## src/rtl/wam_pkg.sv

```systemverilog
// Shared definitions for the whack-a-mole input path.
// Provides the default button count, the matching index width, and a
// lowest-set-bit helper used by the press priority encoder.
package wam_pkg;

  localparam int unsigned N_BTN     = 8;
  localparam int unsigned BTN_IDX_W = $clog2(N_BTN);

  // Widest vector the priority helper accepts; callers zero-extend to this.
  localparam int unsigned VEC_MAX   = 32;

  // Index of the lowest set bit of vec, or 0 when vec is empty.
  function automatic int lowest_set(input logic [VEC_MAX-1:0] vec);
    int idx;
    idx = 0;
    for (int i = int'(VEC_MAX) - 1; i >= 0; i--) begin
      if (vec[i]) idx = i;
    end
    return idx;
  endfunction

endpackage

```

## src/rtl/btn_debounce_ch.sv

```systemverilog
// One button channel: 2-flop synchroniser, tick-based debounce counter and
// debounced level register.
// Ports:
//   clk, rst_n : clock and async active-low reset
//   raw        : asynchronous raw button level
//   tick       : debounce sample strobe from the shared prescaler
//   level      : debounced level (registered)
//   rise       : combinational; high when level is about to go 0->1 on the
//                next edge, so the parent can register press pulses in step
//                with level
module btn_debounce_ch #(
  parameter int unsigned STABLE_TICKS = 4
) (
  input  logic clk,
  input  logic rst_n,
  input  logic raw,
  input  logic tick,
  output logic level,
  output logic rise
);

  localparam int unsigned CNT_W = $clog2(STABLE_TICKS + 1);

  logic [1:0]       sync_q;
  logic             sync;
  logic [CNT_W-1:0] cnt;
  logic [CNT_W-1:0] cnt_next;
  logic             level_next;

  assign sync = sync_q[1];

  // Metastability guard for the asynchronous pad input.
  always_ff @(posedge clk or negedge rst_n) begin
    if (!rst_n) sync_q <= 2'b00;
    else        sync_q <= {sync_q[0], raw};
  end

  // Any agreeing cycle restarts the count, so only an unbroken run of
  // STABLE_TICKS mismatching ticks can flip the level.
  always_comb begin
    cnt_next   = cnt;
    level_next = level;
    if (sync == level) begin
      cnt_next = '0;
    end else if (tick) begin
      if (cnt == CNT_W'(STABLE_TICKS - 1)) begin
        level_next = sync;
        cnt_next   = '0;
      end else begin
        cnt_next = cnt + CNT_W'(1);
      end
    end
  end

  always_ff @(posedge clk or negedge rst_n) begin
    if (!rst_n) begin
      cnt   <= '0;
      level <= 1'b0;
    end else begin
      cnt   <= cnt_next;
      level <= level_next;
    end
  end

  assign rise = level_next & ~level;

endmodule

```

## src/rtl/btn_conditioner.sv

```systemverilog
// Button conditioner: debounces N_BTN raw buttons, emits one-cycle press
// pulses, queues presses in a pending mask and hands them out lowest index
// first over a valid/ready handshake.
// Ports:
//   clk, rst_n  : clock and async active-low reset
//   btn_raw     : raw asynchronous button levels
//   clr         : synchronous clear of pending mask and overflow
//   btn_level   : debounced levels
//   btn_press   : one-cycle pulse per debounced rising edge
//   press_valid : a press is pending (combinational from pending mask)
//   press_idx   : lowest pending index (combinational from pending mask)
//   press_ready : consumer takes press_idx this cycle
//   overflow    : sticky; a press hit an already-pending channel
module btn_conditioner #(
  parameter int unsigned N_BTN        = wam_pkg::N_BTN,
  parameter int unsigned TICK_DIV     = 50000,
  parameter int unsigned STABLE_TICKS = 4
) (
  input  logic                     clk,
  input  logic                     rst_n,
  input  logic [N_BTN-1:0]         btn_raw,
  input  logic                     clr,
  output logic [N_BTN-1:0]         btn_level,
  output logic [N_BTN-1:0]         btn_press,
  output logic                     press_valid,
  output logic [$clog2(N_BTN)-1:0] press_idx,
  input  logic                     press_ready,
  output logic                     overflow
);

  import wam_pkg::*;

  localparam int unsigned IDX_W = $clog2(N_BTN);
  localparam int unsigned PRE_W = (TICK_DIV > 1) ? $clog2(TICK_DIV) : 1;

  logic [PRE_W-1:0] pre_cnt;
  logic             tick;
  logic [N_BTN-1:0] rise;
  logic [N_BTN-1:0] pending;
  logic [N_BTN-1:0] pending_next;
  logic [N_BTN-1:0] accept_mask;
  logic             overflow_next;

  // Debounce sample strobe; with TICK_DIV=1 the count sits at 0 and tick is
  // permanently high.
  assign tick = (pre_cnt == PRE_W'(TICK_DIV - 1));

  always_ff @(posedge clk or negedge rst_n) begin
    if (!rst_n)    pre_cnt <= '0;
    else if (tick) pre_cnt <= '0;
    else           pre_cnt <= pre_cnt + PRE_W'(1);
  end

  for (genvar i = 0; i < N_BTN; i++) begin : g_ch
    btn_debounce_ch #(
      .STABLE_TICKS(STABLE_TICKS)
    ) u_ch (
      .clk  (clk),
      .rst_n(rst_n),
      .raw  (btn_raw[i]),
      .tick (tick),
      .level(btn_level[i]),
      .rise (rise[i])
    );
  end

  // Press pulse lands on the same edge that btn_level first reads 1.
  always_ff @(posedge clk or negedge rst_n) begin
    if (!rst_n) btn_press <= '0;
    else        btn_press <= rise;
  end

  assign press_valid = |pending;
  assign press_idx   = IDX_W'(lowest_set(VEC_MAX'(pending)));

  // Accept and a new press on the same channel leave the bit set: the new
  // press is a distinct event and must still be delivered.
  always_comb begin
    accept_mask   = '0;
    if (press_valid && press_ready) accept_mask = N_BTN'(1) << press_idx;
    pending_next  = (pending & ~accept_mask) | rise;
    overflow_next = overflow | (|(rise & pending & ~accept_mask));
    if (clr) begin
      pending_next  = '0;
      overflow_next = 1'b0;
    end
  end

  always_ff @(posedge clk or negedge rst_n) begin
    if (!rst_n) begin
      pending  <= '0;
      overflow <= 1'b0;
    end else begin
      pending  <= pending_next;
      overflow <= overflow_next;
    end
  end

endmodule

```

## config.mk

```make
export PLATFORM = sky130hd
export DESIGN_NAME = btn_conditioner
export DESIGN_NICKNAME = d
export VERILOG_FILES = /design/src/rtl/wam_pkg.sv /design/src/rtl/btn_debounce_ch.sv /design/src/rtl/btn_conditioner.sv
export SDC_FILE = /design/constraint.sdc
export NUM_CORES = 1
export LEC_CHECK = 0
export ABC_CLOCK_PERIOD_IN_PS = 2730
export CORE_ASPECT_RATIO = 1.25
export CORE_MARGIN = 1.5
export CORE_UTILIZATION = 57
export DETAILED_ROUTE_END_ITERATION = 12
export GPL_TIMING_DRIVEN = 1
export HOLD_SLACK_MARGIN = 0.08
export PLACE_DENSITY = 0.79
export REMOVE_ABC_BUFFERS = 1
export SLEW_MARGIN = 20
export SYNTH_ARGS = -nofsm -noshare
export SYNTH_HDL_FRONTEND = slang
export SYNTH_SLANG_ARGS = --single-unit
```

## constraint.sdc

```tcl
create_clock -name clk -period 2.73 [get_ports clk]
set_clock_uncertainty 0.2 [all_clocks]
set_input_delay 0.546 -clock clk [delete_from_list [all_inputs] [get_ports clk]]
set_output_delay 0.546 -clock clk [all_outputs]
set_load 0.02 [all_outputs]
```

==> impl_results.md <==
- Outcome: finished clean
- Max-slew violations: 0
- Clk pwr share: 41.3%
- P&R area growth vs syn: 16.0%
- Final HPWL from detailed placement: 4480 µm
- Power density over the cells: 516 nW/µm²
- CP max FO: 6
- Hold path depth: 0
- H-tree levels: 3
- Sequential Power Share: 56.0%
- Final hold vios: 0
- Setup violators final: 0
- R2R Path Start: pre_cnt[7]$_DFF_PN0_
- Die X: 74.4 µm
- Final layout net count: 382
- WL final: 6570 µm
- Most common cell after layout, fill and taps aside: dfrtp_1
- WHS Endpoint: g_ch[6].u_ch.sync_q[1]$_DFF_PN0_
- Min Tclk post-route: 2.56 ns
- Chain of cells forming the critical path: or2_2, nor2_1, nor3_1, nor3_1, dlygate4sd2_1
- CORE AREA: 6170 µm²
- Switching power: 510 µW
- Placed cell count: 434
- DR iter-0 viols: 159
- Seq cells post-synth: 81
- Cells after Synth: 329
- Routed length per instance: 14.6 µm
- Via count: 2534
- Main flop type after synthesis: dfrtp_1
- Reg area: 2030 µm²
- First-pass GRT wire length: 11300 µm
- CP dominant cell by count: nor3_1
- Max_cap viols: 0
- Async set-reset flop share out of synthesis: 100%
- Largest net degree at the start of global routing: 44
- Critical Path Source Type: flip-flop
- RSZ-0062 raised after global routing: false
- Register-to-register setup slack: 0.35 ns
- Setup TNS: 0 ns
- Post-Synthesis Cell Area: 3630 µm²
- CTS sink count: 81
- Worst skew pair latency: 0.36 ns
- CP startpoint: pending[4]$_DFF_PN0_
- Antenna-violating nets left: 0
- RD Place Congestion: 0.892
- VDD IR max: 0.345 mV
- Ant diodes: 0
- I/O pins: 33
- Die ar.: 6860 µm²
- Initial antenna violation count: 0
- Max Clk Rate: 391 MHz
- Synth warn: 0
- Layout cells sized above 1: 11.2%
- CP required: 1.98 ns
- Worst reg-to-reg path cell count: 4
- Die H: 92.3 µm
- Via density: 5.62
- CP arrival: 1.81 ns
- Clk slew on worst S/H paths: 0.09 ns
- Initial core utilization: 58.9%
- Final period util: 93.7%
- Drt pass-1 iters: 4
- Critical path endpoint category: output pin
- Port Buffers: 32
- Combinational share of power: 2.7%
- Max_slew headroom: 62.1%
- Post-synth EDFFs: 0
- Clock Tree Buf Depth: 2
- P_int: 1670 µW
- Multi-input gate area: 1470 µm²
- Post-Syn Area per Cell: 11.0 µm²
- Global Route Usage Sum: 21.6%
- P_leak: 0.00195 µW
- Total gr overflow: 0
- Vias in the first global route: 2532
- RR Endpoint: overflow$_DFF_PN0_
- Critical path class: reg2out
- Total CTS buffers: 9
- Max stage delay cell, worst path: dfrtp_1
- Finished Core Util: 68.3%
- Switch share: 23.5%
- Sequential-to-total area share from yosys stat: 55.8%
- CTS tree: built
- Root buf cell: clkbuf_8
- HP Class: reg2reg
- Drc violations: 0
- Finished Layout Cells: 451
- Library cells used by synthesis: 47
- CP max stage delay: 0.43 ns
- Worst-Margin Slew: 0.561 ns
- Hold Startpoint: g_ch[6].u_ch.sync_q[0]$_DFF_PN0_
- Hold Slack: 0.147 ns
- Most frequent cells in the layout: dfrtp_1, a21oi_1, nand2_1, clkdlybuf4s50_1, nor2_1
- FILL cells: 483
- Rows: 32
## area by class of cell
class                   instances  area share (%)
multi-input cells             223            34.9
well taps                      85            2.52
clock inverters                 7            1.81
inverters                       8           0.713
repair buffers                 38            8.94
clock buffers                   9            2.94
flip-flops and latches         81            48.1
## cell families after synthesis
kind of cell             share of synthesized area, %
AND/OR/NAND/NOR                                  21.8
XOR/XNOR                                         4.82
flip-flops                                       55.8
multiplexers                                     2.48
AO/OA/AOI/OAI                                    8.10
buffers and inverters                            3.89
adder cells (fa/ha/maj)                          3.10
## synth_stat cells, drive strengths merged, types with 2 or more instances
master / count / area share, %
inv: 8 / 0.83
mux2: 8 / 2.5
nor4bb: 5 / 1.4
or4: 2 / 0.52
clkbuf: 4 / 0.41
nand4bb: 2 / 0.62
xnor2: 15 / 3.6
o21ai: 6 / 0.83
nor2: 24 / 2.5
nor4: 3 / 1.5
ha: 9 / 3.1
nor2b: 9 / 1.6
nand2: 32 / 3.3
and3b: 3 / 0.72
and3: 2 / 0.34
nand4: 2 / 0.34
and2: 5 / 0.86
nand3: 8 / 1.1
o31ai: 2 / 0.41
a21oi: 36 / 5.0
buf: 13 / 2.7
nand3b: 9 / 1.9
or4b: 2 / 0.65
nor3: 12 / 1.9
dfrtp: 81 / 56
nand2b: 10 / 1.7
xor2: 5 / 1.2
## per-stage QoR
stage,setup WS [ns],cell area [µm²],total power (µW)
2_1_floorplan,0.158,3520,1250
3_3_place_gp,0.282,4000,1300
3_5_place_dp,0.216,4000,1300
4_1_cts,0.0795,4210,2190
5_1_grt,0.0951,4210,2240
6_report,0.173,4210,2180
## layer usage
layer	vias to the layer above	track usage, %	share of wire (%)
met1	1262	27.4	43
met4	0	11.1	2.1
met3	15	3.96	3.9
li1	1196	-	-
met2	61	34.8	51
met5	-	0	0
## worst max-delay path by stage
stage / endpoint / cells past startpoint
final: press_idx[1] / 5
after global placement: overflow$_DFF_PN0_ / 5
after detailed placement: overflow$_DFF_PN0_ / 5
after global routing: press_idx[1] / 5
after CTS: press_idx[0] / 6
after floorplan: g_ch[6].u_ch.level$_DFF_PN0_ / 4
## registers in the layout, indices dropped and copies added (netlist names)
signal / flops
btn_press: 8
g_ch.u_ch.cnt: 24
g_ch.u_ch.level: 8
g_ch.u_ch.sync_q: 16
overflow: 1
pending: 8
pre_cnt: 16
## repair_timing
item,CTS,global route
gates resized for setup,5,1
cloned,0,0
hold buffers,1,0
setup endpoints to repair,3,1
endpoints found under the hold margin,38,0
buffers inserted,0,0
## worst max-delay path: cells and delay by family (launching register included)
| family | cells | cell delay, ns |
|---|---|---|
| buffers and inverters | 1 | 0.35 |
| DFF | 1 | 0.43 |
| and+or+nand+nor | 4 | 0.66 |
## power groups by stage
stage	clock network (µW)	logic [µW]	registers [µW]
after global placement	0	59.3	1240
final	899	59.4	1220
after global routing	956	66.4	1220
after floorplan	0	12.6	1240
after CTS	911	61.4	1220
after detailed placement	0	60.2	1240
(Power assumes the default switching activity.)
